File: src/rtl/game_sequencer.sv
// game_sequencer -- control FSM for a word-scramble game.
//
// Flow: IDLE -> (login) SETUP -> PLAY <-> PAUSE -> GAMEOVER -> SETUP ...
// SETUP can also step through difficulty modes and roll into the
// top-score pages; SETUP/PAUSE logout passes through a one-cycle LOGOUT.
//
// Ports
//   clk, rst             clock (rising), synchronous active-low reset
//   log_on, pwd_pls      login level, logout pulse
//   start_pls, load_pls  start/advance/scramble and mode-step/flip/exit pulses
//   pause_pls            pause toggle
//   is_correct, time_out word solved, round timer expired
//   pid_in, is_guest_in  player info, latched while in GAMEOVER
//   idx_in1/2            letter indices, mirrored to idx_out1/2 in PLAY
//   ctrl_sig             display code: IDLE 0, SETUP 1, PLAY 2, GAMEOVER 3,
//                        TOPSCORE 4+page, PAUSE 6 (LOGOUT shows 0)
//   log_out, pid_out, is_guest_out, score, lett_num, mode_disp (mode+4)
//   scram_pls, flip_pls  start/load pulses forwarded only during PLAY
//   timer_en, timer_reconfig
//
// Optional feature: define STREAK_BONUS_EN to award 2 points for the third
// and later consecutive correct answers.
//
// Every output is a register; next values are computed combinationally
// from the current state and the inputs sampled at the same edge.

module game_sequencer #(
  parameter int MODE_CNT  = 3,
  parameter int SCORE_W   = 7,
  parameter int IDX_W     = 3,
  parameter int TOP_PAGES = 2,
  localparam int MW       = (MODE_CNT > 1) ? $clog2(MODE_CNT) : 1
) (
  input  logic               clk,
  input  logic               rst,
  input  logic               log_on,
  input  logic               pwd_pls,
  input  logic               start_pls,
  input  logic               load_pls,
  input  logic               pause_pls,
  input  logic               is_correct,
  input  logic               time_out,
  input  logic [2:0]         pid_in,
  input  logic               is_guest_in,
  input  logic [IDX_W-1:0]   idx_in1,
  input  logic [IDX_W-1:0]   idx_in2,
  output logic [2:0]         ctrl_sig,
  output logic               log_out,
  output logic [2:0]         pid_out,
  output logic               is_guest_out,
  output logic [SCORE_W-1:0] score,
  output logic [MW-1:0]      lett_num,
  output logic [3:0]         mode_disp,
  output logic               scram_pls,
  output logic               flip_pls,
  output logic [IDX_W-1:0]   idx_out1,
  output logic [IDX_W-1:0]   idx_out2,
  output logic               timer_en,
  output logic               timer_reconfig
);

  typedef enum logic [2:0] {
    S_IDLE, S_SETUP, S_PLAY, S_GAMEOVER, S_TOPSCORE, S_PAUSE, S_LOGOUT
  } state_t;

  localparam logic [MW-1:0] MODE_LAST = MW'(MODE_CNT - 1);

  state_t              state, nState;
  logic [MW-1:0]       mode, nMode;
  logic                page, nPage;
  logic [SCORE_W-1:0]  nScore, bumped;
  logic [MW-1:0]       nLett;
  logic                nLogOut, nTimerEn, nGuest;
  logic [2:0]          nPid;
  logic [SCORE_W:0]    sum;

`ifdef STREAK_BONUS_EN
  logic [1:0] streak, nStreak, streakBase;
  // A flip in the same cycle as an answer breaks the run first, so that
  // answer counts as the start of a new streak.
  assign streakBase = load_pls ? 2'd0 : streak;
  assign sum = {1'b0, score} + (streakBase[1] ? (SCORE_W+1)'(2) : (SCORE_W+1)'(1));
`else
  assign sum = {1'b0, score} + (SCORE_W+1)'(1);
`endif

  assign bumped = sum[SCORE_W] ? '1 : sum[SCORE_W-1:0];

  function automatic logic [2:0] dispCode(input state_t s, input logic p);
    case (s)
      S_SETUP:    dispCode = 3'd1;
      S_PLAY:     dispCode = 3'd2;
      S_GAMEOVER: dispCode = 3'd3;
      S_TOPSCORE: dispCode = {2'b10, p};
      S_PAUSE:    dispCode = 3'd6;
      default:    dispCode = 3'd0;
    endcase
  endfunction

  always_comb begin
    nState   = state;
    nMode    = mode;
    nPage    = page;
    nScore   = score;
    nLett    = lett_num;
    nLogOut  = log_out;
    nTimerEn = timer_en;
    nPid     = pid_out;
    nGuest   = is_guest_out;
`ifdef STREAK_BONUS_EN
    nStreak  = streak;
`endif
    case (state)
      S_IDLE: begin
        nTimerEn = 1'b0;
        nMode    = '0;
        if (log_on) nState = S_SETUP;
      end
      S_SETUP: begin
        if (pwd_pls) begin
          nLogOut = 1'b1;
          nState  = S_LOGOUT;
        end else if (load_pls) begin
          if (mode == MODE_LAST) begin
            nMode  = '0;
            nPage  = 1'b0;
            nState = S_TOPSCORE;
          end else begin
            nMode = mode + MW'(1);
          end
        end else if (start_pls) begin
          nScore   = '0;
          nLett    = mode;
          nTimerEn = 1'b1;
          nState   = S_PLAY;
`ifdef STREAK_BONUS_EN
          nStreak  = 2'd0;
`endif
        end
      end
      S_PLAY: begin
`ifdef STREAK_BONUS_EN
        if (load_pls) nStreak = 2'd0;
`endif
        if (is_correct) begin
          nScore = bumped;
`ifdef STREAK_BONUS_EN
          nStreak = (streakBase == 2'd3) ? 2'd3 : streakBase + 2'd1;
`endif
        end
        // Timer expiry outranks a pause request in the same cycle.
        if (time_out) begin
          nState   = S_GAMEOVER;
          nTimerEn = 1'b0;
        end else if (pause_pls) begin
          nState   = S_PAUSE;
          nTimerEn = 1'b0;
`ifdef STREAK_BONUS_EN
          nStreak  = 2'd0;
`endif
        end
      end
      S_PAUSE: begin
        if (pwd_pls) begin
          nLogOut = 1'b1;
          nState  = S_LOGOUT;
        end else if (pause_pls) begin
          nState   = S_PLAY;
          nTimerEn = 1'b1;
        end
      end
      S_GAMEOVER: begin
        nPid   = pid_in;
        nGuest = is_guest_in;
        if (start_pls) nState = S_SETUP;
      end
      S_LOGOUT: begin
        nLogOut  = 1'b0;
        nTimerEn = 1'b0;
        nMode    = '0;
        nState   = S_IDLE;
      end
      S_TOPSCORE: begin
        if (start_pls) nPage = (TOP_PAGES == 2) ? ~page : 1'b0;
        else if (load_pls) nState = S_IDLE;
      end
      default: nState = S_IDLE;
    endcase
  end

  always_ff @(posedge clk) begin
    if (!rst) begin
      state          <= S_IDLE;
      mode           <= '0;
      page           <= 1'b0;
      ctrl_sig       <= '0;
      log_out        <= 1'b0;
      pid_out        <= '0;
      is_guest_out   <= 1'b0;
      score          <= '0;
      lett_num       <= '0;
      mode_disp      <= '0;
      scram_pls      <= 1'b0;
      flip_pls       <= 1'b0;
      idx_out1       <= '0;
      idx_out2       <= '0;
      timer_en       <= 1'b0;
      timer_reconfig <= 1'b1;
`ifdef STREAK_BONUS_EN
      streak         <= 2'd0;
`endif
    end else begin
      state          <= nState;
      mode           <= nMode;
      page           <= nPage;
      ctrl_sig       <= dispCode(nState, nPage);
      log_out        <= nLogOut;
      pid_out        <= nPid;
      is_guest_out   <= nGuest;
      score          <= nScore;
      lett_num       <= nLett;
      mode_disp      <= 4'(nMode) + 4'd4;
      scram_pls      <= (state == S_PLAY) & start_pls;
      flip_pls       <= (state == S_PLAY) & load_pls;
      if (state == S_PLAY) begin
        idx_out1 <= idx_in1;
        idx_out2 <= idx_in2;
      end
      timer_en       <= nTimerEn;
      timer_reconfig <= (nState == S_IDLE);
`ifdef STREAK_BONUS_EN
      streak         <= nStreak;
`endif
    end
  end

endmodule

File: config.mk
export PLATFORM = sky130hd
export DESIGN_NAME = game_sequencer
export DESIGN_NICKNAME = d
export VERILOG_FILES = /design/src/rtl/game_sequencer.sv
export SDC_FILE = /design/constraint.sdc
export NUM_CORES = 1
export LEC_CHECK = 0
export ABC_CLOCK_PERIOD_IN_PS = 4600
export CAP_MARGIN = 25
export CORE_UTILIZATION = 50
export CTS_CLUSTER_DIAMETER = 100
export DETAILED_ROUTE_END_ITERATION = 16
export PLACE_DENSITY = 0.84
export SYNTH_ARGS = -nofsm -noshare
export SYNTH_HDL_FRONTEND = slang
export SYNTH_SLANG_ARGS = --single-unit
File: constraint.sdc
create_clock -name clk -period 4.6 [get_ports clk]
set_input_delay 0.92 -clock clk [delete_from_list [all_inputs] [get_ports clk]]
set_output_delay 0.92 -clock clk [all_outputs]
set_load 0.01 [all_outputs]
==> impl_metrics.env <==
export IMPL_drc_errors=0
export IMPL_fin_ws_ps=1700
export IMPL_syn_to_final_growth_pct=34.9
export IMPL_max_slew_margin=0.509
export IMPL_vias_per_cell=5.44
export IMPL_cts_root_buf="clkbuf_4"
export IMPL_antenna_found_initial=0
export IMPL_gp_congestion=0.915
export IMPL_vdd_drop_max_mv=0.216
export IMPL_initial_core_util=0.535
export IMPL_syn_area_per_cell_um2=8.72
export IMPL_path_cells="clkdlybuf4s50_1 -> nor2b_1 -> o21ai_0 -> o2111a_1 -> ha_1 -> nand2b_1 -> or3b_1 -> o211ai_2"
export IMPL_ys_types=50
export IMPL_outcome="finished clean"
export IMPL_dr_wl_met2_um=1610
export IMPL_max_freq_mhz=345
export IMPL_ys_ff_latch=34
export IMPL_finalSetupTns_ps=0
export IMPL_clock_latency_ps=340
export IMPL_wl_met1_um=1620
export IMPL_hp_class="register to register"
export IMPL_slowest_stage="clkdlybuf4s50_1"
export IMPL_hold_depth=2
export IMPL_finalSetupViolations=0
export IMPL_dp_hpwl_um=2480
export IMPL_ff2ff_path_depth=8
export IMPL_hp_start="log_out"
export IMPL_core_area_mm2=0.00308
export IMPL_required_ps=4880
export IMPL_grtUsageTotal=0.220
export IMPL_die_area_mm2=0.00353
export IMPL_path_delay_family="simple AND/OR/NAND/NOR gates"
export IMPL_min_to="log_out"
export IMPL_post_cts_buffers=0
export IMPL_io_pin_count=50
export IMPL_cp_end_kind="register"
export IMPL_grt_start_max_net_pins=27
export IMPL_dp_cells=272
export IMPL_utilization=0.722
export IMPL_drt_pass1_iterations=4
export IMPL_crit_type="input port to register"
export IMPL_async_reset_ff_frac=0
export IMPL_ctsHoldBuffers=0
export IMPL_wl_per_cell_um=12.6
export IMPL_critPathLaunchType="input port"
export IMPL_post_cts_resized=0
export IMPL_layout_cells_non_filler=280
export IMPL_worstReg2RegStart="state[0]"
export IMPL_drv_slew=0
export IMPL_cp_buffers_inverters=1
export IMPL_drive_gt1_frac=0.0763
export IMPL_drt_iter0_drc=43
export IMPL_highest_layer="met4"
export IMPL_portBuffers=48
export IMPL_place_ws_ps=1330
export IMPL_routed_wl_um=3540
export IMPL_grt_overflow=0
export IMPL_rsz0062_at_grt="false"
export IMPL_rows=20
export IMPL_syn_cell_area_mm2=0.00165
export IMPL_num_vias=1522
export IMPL_cts_sinks=34
export IMPL_arrival_ps=3180
export IMPL_grt_pass1_wl_um=5720
export IMPL_die_y_um=59.4
export IMPL_worst_pin_slew_ps=732
export IMPL_slowest_delay_ps=550
export IMPL_clk_pin_slew_ps=110
export IMPL_antenna_cells=0
export IMPL_die_w_um=59.4
export IMPL_synthFlopType="dfxtp_1"
export IMPL_antenna_left=0
export IMPL_cts_buffers=5
export IMPL_cap_violations=0
export IMPL_final_hold_viol_count=0
export IMPL_synth_edf_count=0
export IMPL_dr_wl_met3_um=252
export IMPL_reg2reg_to="ctrl_sig[0]"
export IMPL_yosysWarnings=0
export IMPL_synth_cells=189
export IMPL_power_density_mw_per_mm2=319
export IMPL_fin_crit_sh=0.631
export IMPL_fill_cells=244
export IMPL_reg2reg_setup_slack_ps=2110
export IMPL_cts_tree="done"
export IMPL_fin_crit_ps=2900
export IMPL_seq_area_frac_synth=0.413
export IMPL_syn_nets=211
export IMPL_clock_skew_ps=8.09
export IMPL_nets=257
export IMPL_p_leak_nw=0.860
export IMPL_htree_levels=2
export IMPL_grt_pass1_vias=1337
export IMPL_clock_path_buffers=2
export IMPL_critPathMaxFanout=8
-- final cells by class --
cell class,count,area (um2),share of cell area
clock buffer,5,37.5,0.0169
clock inverter,3,45.0,0.0203
inverter,5,18.8,0.00845
multi-input combinational,140,897,0.404
sequential,34,681,0.306
tap,44,55.1,0.0248
timing repair buffer,49,488,0.220
-- power breakdown --
group	total [mW]	internal, mW	switching (mW)
combinational	0.155	0.0837	0.0708
clock	0.220	0.114	0.107
sequential	0.333	0.313	0.0208
total	0.708	0.510	0.198
-- tightest hold or removal path, delay by kind of cell (launching register included) --
| family | cells | cell delay [ps] |
|---|---|---|
| AND/OR/NAND/NOR | 1 | 50 |
| flip-flops | 1 | 330 |
| AO/OA/AOI/OAI | 1 | 50 |
-- registers in the layout, indices dropped and copies added (netlist names), 2 cells and up, named ones only --
register / cells
pid_out: 3
ctrl_sig: 3
lett_num: 2
idx_out1: 3
state: 3
score: 7
idx_out2: 3
-- layout by cell type (no fill, tap or decap), types with 2 or more instances in the layout --
cell / Yosys / routed
clkdlybuf4s50_1: 0 / 48
dfxtp_1: 34 / 34
nor2_1: 27 / 27
mux2i_1: 12 / 12
o21ai_0: 11 / 11
a21oi_1: 11 / 11
nand2_1: 9 / 9
nor2b_1: 7 / 7
and3_1: 7 / 7
nand3_1: 6 / 6
nor3_1: 6 / 6
clkbuf_4: 0 / 5
nand2b_1: 4 / 4
nand3b_1: 3 / 3
inv_1: 3 / 3
ha_1: 3 / 3
o311ai_1: 2 / 2
and2_1: 2 / 2
o31ai_1: 2 / 2
clkinvlp_4: 0 / 2
-- how the worst max path moves through the flow --
stage | from | end | slack [ps] | cells past startpoint
3_5_place_dp | start_pls | ctrl_sig[0] | 1330 | 8
4_1_cts | start_pls | ctrl_sig[0] | 1700 | 8
5_1_grt | start_pls | ctrl_sig[0] | 1560 | 8
2_1_floorplan | pwd_pls | ctrl_sig[0] | 2020 | 10
3_3_place_gp | start_pls | ctrl_sig[0] | 1410 | 8
6_report | start_pls | ctrl_sig[0] | 1700 | 8
-- cells by family after synthesis --
kind of cell | share of synthesized area
other | 0.00228
buffers and inverters | 0.0456
adder cells (fa/ha/maj) | 0.0228
AND/OR/NAND/NOR | 0.313
AO/OA/AOI/OAI | 0.131
multiplexers | 0.0729
flip-flops | 0.413
-- stage by stage --
step | instance area (um2) | hold slack [ps] | power [mW]
after floorplan | 1650 | 469 | 0.436
after global placement | 2140 | 455 | 0.491
after detailed placement | 2140 | 466 | 0.494
after CTS | 2220 | 482 | 0.712
after global routing | 2220 | 526 | 0.747
final | 2220 | 478 | 0.708
-- layer usage --
| metal | vias up | global-route usage |
|---|---|---|
| met5 | - | 0 |
| met4 | 0 | 0.0952 |
| met3 | 8 | 0.0852 |
| met2 | 60 | 0.347 |
| met1 | 695 | 0.264 |
| li1 | 759 | - |
-- synth_stat cells (2+ instances only) --
library cell	n	area [um2]
dfxtp_1	34	681
nor2_1	27	101
mux2i_1	12	120
a21oi_1	11	55.1
o21ai_0	11	55.1
nand2_1	9	33.8
and3_1	7	43.8
nor2b_1	7	43.8
buf_2	6	30.0
nand3_1	6	30.0
nor3_1	6	30.0
nand2b_1	4	25.0
ha_1	3	37.5
inv_1	3	11.3
nand3b_1	3	22.5
and2_1	2	12.5
clkbuf_1	2	7.51
nor3b_1	2	15.0
o311ai_1	2	17.5
o31ai_1	2	15.0
Note: power is estimated with default switching activity, not from simulation.
